### src/rtl/pulse_echo_checker_sat_counter.sv
// Saturating up-counter with synchronous active-high clear.
module sat_counter #(
  parameter int unsigned WIDTH = 8
) (
  input  logic             clk,
  input  logic             rst,
  input  logic             inc,
  output logic [WIDTH-1:0] q
);

  logic [WIDTH-1:0] q_d, q_q;

  // Count up on inc, holding at all-ones.
  always_comb begin
    q_d = q_q;
    if (inc && (q_q != '1)) q_d = q_q + WIDTH'(1);
  end

  // Count register.
  always_ff @(posedge clk) begin
    if (rst) q_q <= '0;
    else     q_q <= q_d;
  end

  assign q = q_q;

endmodule

### config.mk
export PLATFORM = sky130hd
export DESIGN_NAME = sat_counter
export DESIGN_NICKNAME = d
export VERILOG_FILES = /design/src/rtl/pulse_echo_checker_sat_counter.sv
export SDC_FILE = /design/constraint.sdc
export NUM_CORES = 1
export LEC_CHECK = 0
export CELL_PAD_IN_SITES_DETAIL_PLACEMENT = 1
export CELL_PAD_IN_SITES_GLOBAL_PLACEMENT = 2
export CORE_MARGIN = 2
export CORE_UTILIZATION = 24
export DETAILED_ROUTE_END_ITERATION = 7
export HOLD_SLACK_MARGIN = 0.06
export MAX_ROUTING_LAYER = met4
export PLACE_DENSITY_LB_ADDON = 0.1
export REMOVE_ABC_BUFFERS = 1
export SLEW_MARGIN = 20
export SYNTH_ARGS = -nofsm -noshare
export SYNTH_HDL_FRONTEND = slang
export SYNTH_SLANG_ARGS = --single-unit
### constraint.sdc
create_clock -name clk -period 1.27 [get_ports clk]
set_input_delay 0.127 -clock clk [delete_from_list [all_inputs] [get_ports clk]]
set_output_delay 0.127 -clock clk [all_outputs]
set_load 0.05 [all_outputs]
# == Word level (Yosys, flattened, before mapping) ==
# Cells that the tools add are included.
# W data, S select, Z words.
# totals
reg_bits,8
latchBits,0
mem_bits_rw,0
rom_bits,0
output_inout_bits,8
n_memories,0
# op_classes
add_sub_neg,1
n_mul,0
n_div,0
magnitude_cmp,0
eq_ne,1
shifts,0
n_mux,0
n_bitwise,0
reduce_logical,1
# ops
op,n
$add A8 B1 Y8 const B,1
$ne A8 B8 Y1 const B,1
$logic_and A1 B1 Y1,1

# == Longest topological paths before layout ==
# depth
depth_word,2
depth_mapped,4

# == Worst setup path before layout ==
# No wires, ideal clock.
# synth_path
path_kind,register to register
startpoint,"register q_q[0], in the netlist q[0]"
endpoint,"register q_q[0], in the netlist q[0]"
t_arrival_ns,1.536
t_required_ns,1.149
path_slack_ns,-0.387
stages_incl_launch_ff,5
path_cell_list,dfxtp_1 -> ha_1 -> and3_4 -> a21boi_4 -> mux2_4
# synth_via
elab_chain_cells,2
# synth_rtl
item,line,text
from (decl),11,"logic [WIDTH-1:0] q_d, q_q;"
from (signal assigned),22,else q_q <= q_d;
"parallel branches: the longest is 2 deep, another holds $add A8 B1 Y8",-,
# Several ways; the timed one is not identified.
# A chain may end at the register's enable or synchronous reset.

# == Worst setup path after layout ==
# Ends and elaborated chain as after synthesis.

==> impl_metrics.py <==
metrics = {
    "clock_tree": {
        "htreeDepth": 1,
        "cts.sinks": 8,
        "cts_tree": "built",
        "cts_made_buffers": 3,
        "hold_buffers": 0,
        "cts_setup_buffers": 0,
        "clkTransAtPathRegs_ps": 60,
        "insertion_delay_ps": 260,
        "clock_path_buffers": 2,
        "cts_root_buffer": "clkbuf_4",
    },
    "die": {
        "start_util_pct": 25.20,
        "die_h_um": 46.35,
        "core.rowCount": 15,
        "die_w_um": 46.35,
        "die-area_um2": 2148,
        "pin_count": 11,
        "core_um2": 1708,
    },
    "power": {
        "total_power_uw": 587.1,
        "ir_worst_vdd_mv": 0.5752,
        "power_density_nw_per_um2": 773.0,
        "power_leakage_uw": 0.0002973,
    },
    "sta": {
        "fin_crit_ps": 1269,
        "rsz0062_at_grt": "true",
        "fin_setup_tns_ps": 0,
        "slew_headroom_pct": 80.58,
        "timing.hold.ws_ps": 574.9,
        "finalHoldViolations": 0,
        "setup_viol": 0,
        "slew_viol_final": 0,
        "fmax_mhz": 788.3,
        "finalCritPeriodShare_pct": 99.89,
        "fin_worst_skew_ps": 2.195,
        "max_slew.worst_pin.slew_ps": 291.2,
    },
    "critical_path": {
        "r2r_start": "q[0]",
        "end_kind": "register",
        "r2r-end": "q[0]",
        "critPathLaunchType": "register",
        "ff2ff_setup_slack_ps": 1,
        "path_max_fanout": 3,
        "worstPathRequired_ps": 1420,
        "rr_worst_depth": 4,
        "crit_type": "register to register",
        "critical_path_arrival_ps": 1420,
    },
    "grt": {
        "grt.total_usage_pct": 16.50,
        "grt_overflow_total": 0,
        "grt_max_degree": 8,
        "grt_pass1_wl_mm": 2.352,
        "antenna_found_initial": 0,
        "grt_pass1_vias": 500,
    },
    "hold_path": {
        "hp-class": "register to register",
        "hold_start": "q[5]",
        "hold_depth": 2,
        "hold_end": "q[5]",
    },
    "placed_design": {
        "globalplace.congestion": 0.8102,
        "dp.cells": 91,
        "dp_hpwl_mm": 1.069,
        "port_buffers": 10,
    },
    "synthesis": {
        "synthCells": 46,
        "synth_top_area_share_pct": 37.21,
        "synth_top_cell_by_area": "dfxtp_1",
        "ys_seq_elements": 8,
        "seq_area_frac_synth_pct": 37.21,
        "synth_area_leaders": "dfxtp_1 37%, a21oi_1 5.8%, a21boi_4 4.4%",
        "yosys_warnings": 0,
        "synth_cell_type_count": 25,
        "synth_area_um2": 430.4,
        "avgSynthCellArea_um2": 9.357,
    },
    "layout": {
        "nNetsFinal": 75,
        "final_core_util_pct": 44.47,
        "antenna_cells": 0,
        "largest_reg_flops": 8,
        "drive_gt1_share_pct": 44.93,
        "layout-area-overhead-vs-synth_pct": 76.45,
        "final_cells": 94,
    },
    "drt": {
        "route.vias.total": 472,
        "drt_wl_total_mm": 1.324,
        "vias_per_cell": 5.021,
        "postRouteAntennaNets": 0,
        "drc": 0,
        "wl_per_cell_um": 14.09,
        "drt_iter0_drc": 6,
        "drtPass1Iterations": 4,
    },
    "run": {
        "maxCapViolations": 0,
    },
    "status": {
        "status": "finished, final reports clean",
    },
}
-- worst max-delay path by stage --
stage          startpoint   end  slack, ps  cells after the start
2_1_floorplan        q[0]  q[0]       -400                      4
3_3_place_gp          inc  q[3]       -140                      4
3_5_place_dp          inc  q[3]       -180                      4
4_1_cts              q[1]  q[6]          5                      4
5_1_grt              q[0]  q[0]        -40                      4
6_report             q[0]  q[0]          1                      4
-- final cells by class --
class / instances / area [um^2]
repair buffers: 21 / 266.5
clock buffers: 3 / 22.52
multi-input cells: 36 / 272.8
fillers: 197 / 948.4
inverters: 1 / 3.754
well taps: 25 / 31.28
flip-flops and latches: 8 / 162.7
-- critical path, stage by stage (launching register included) --
cell      delay [ps]
dfxtp_2          330
ha_4             160
and3_4           160
a21boi_4         190
mux2_4           310
-- per-stage QoR --
stage / setup slack [ps] / instance area, um^2
finish: 1.406 / 759.5
global placement: -136.5 / 713.2
detailed placement: -175.0 / 713.2
CTS: 4.728 / 739.5
global route: -36.93 / 759.5
floorplan: -396.2 / 419.2
-- logic make-up (layout without fill, tap and decap cells) --
family,count (synthesis),after routing,share of synthesized area [%]
AOI/OAI and AO/OA,15,15,25.87
adders and majority gates,1,1,2.907
buffers and inverters,2,25,3.487
DFF,8,8,37.21
muxes,2,2,5.813
and+or+nand+nor,18,18,24.71
-- cells in the mapped netlist --
cell type and instances:
inv_1 1, nor2_1 1, mux2_4 1, mux2i_1 1, and4_1 2, and2b_2 1
dfxtp_1 8, o21bai_1 2, o311a_1 1, a311oi_1 1, and3_4 1, a211oi_1 2
nand3_1 2, buf_6 1, a21boi_4 1, a21oi_1 5, a31oi_1 1, ha_1 1
o21ai_1 1, a21boi_0 1, nand2_1 5, nor3_1 2, nand4_1 2, or3_2 1
nand2b_1 1
-- report_power, final --
group / switching [uW] / total, uW / internal [uW]
combinational: 55.7 / 115 / 58.8
clock: 97.6 / 206 / 109
sequential: 7.22 / 266 / 259
-- per-layer routing --
metal	up-vias	GRT usage [%]	wire [um]
met3	2	4.706	50
li1	226	-	-
met4	0	8.571	23
met5	-	-	0
met1	231	19.16	579
met2	13	25.56	669
-- layout by cell type (no fill, tap or decap), types with 2 or more instances in the layout --
cell	instances
dfxtp_2	2
dfxtp_1	6
nand2_1	5
nand4_1	2
buf_12	8
a21oi_1	5
clkbuf_4	3
and4_1	2
nor3_1	2
clkdlybuf4s50_1	2
a211oi_1	2
o21bai_1	2
buf_4	10
-- what timing repair did --
| item | CTS | global route |
|---|---|---|
| pin swaps | 2 | 1 |
| endpoints found under the hold margin | 0 | 0 |
| gates resized for setup | 2 | 4 |
| endpoints found under the setup margin | 3 | 5 |
No activity file was read; power rests on OpenSTA's default activity.
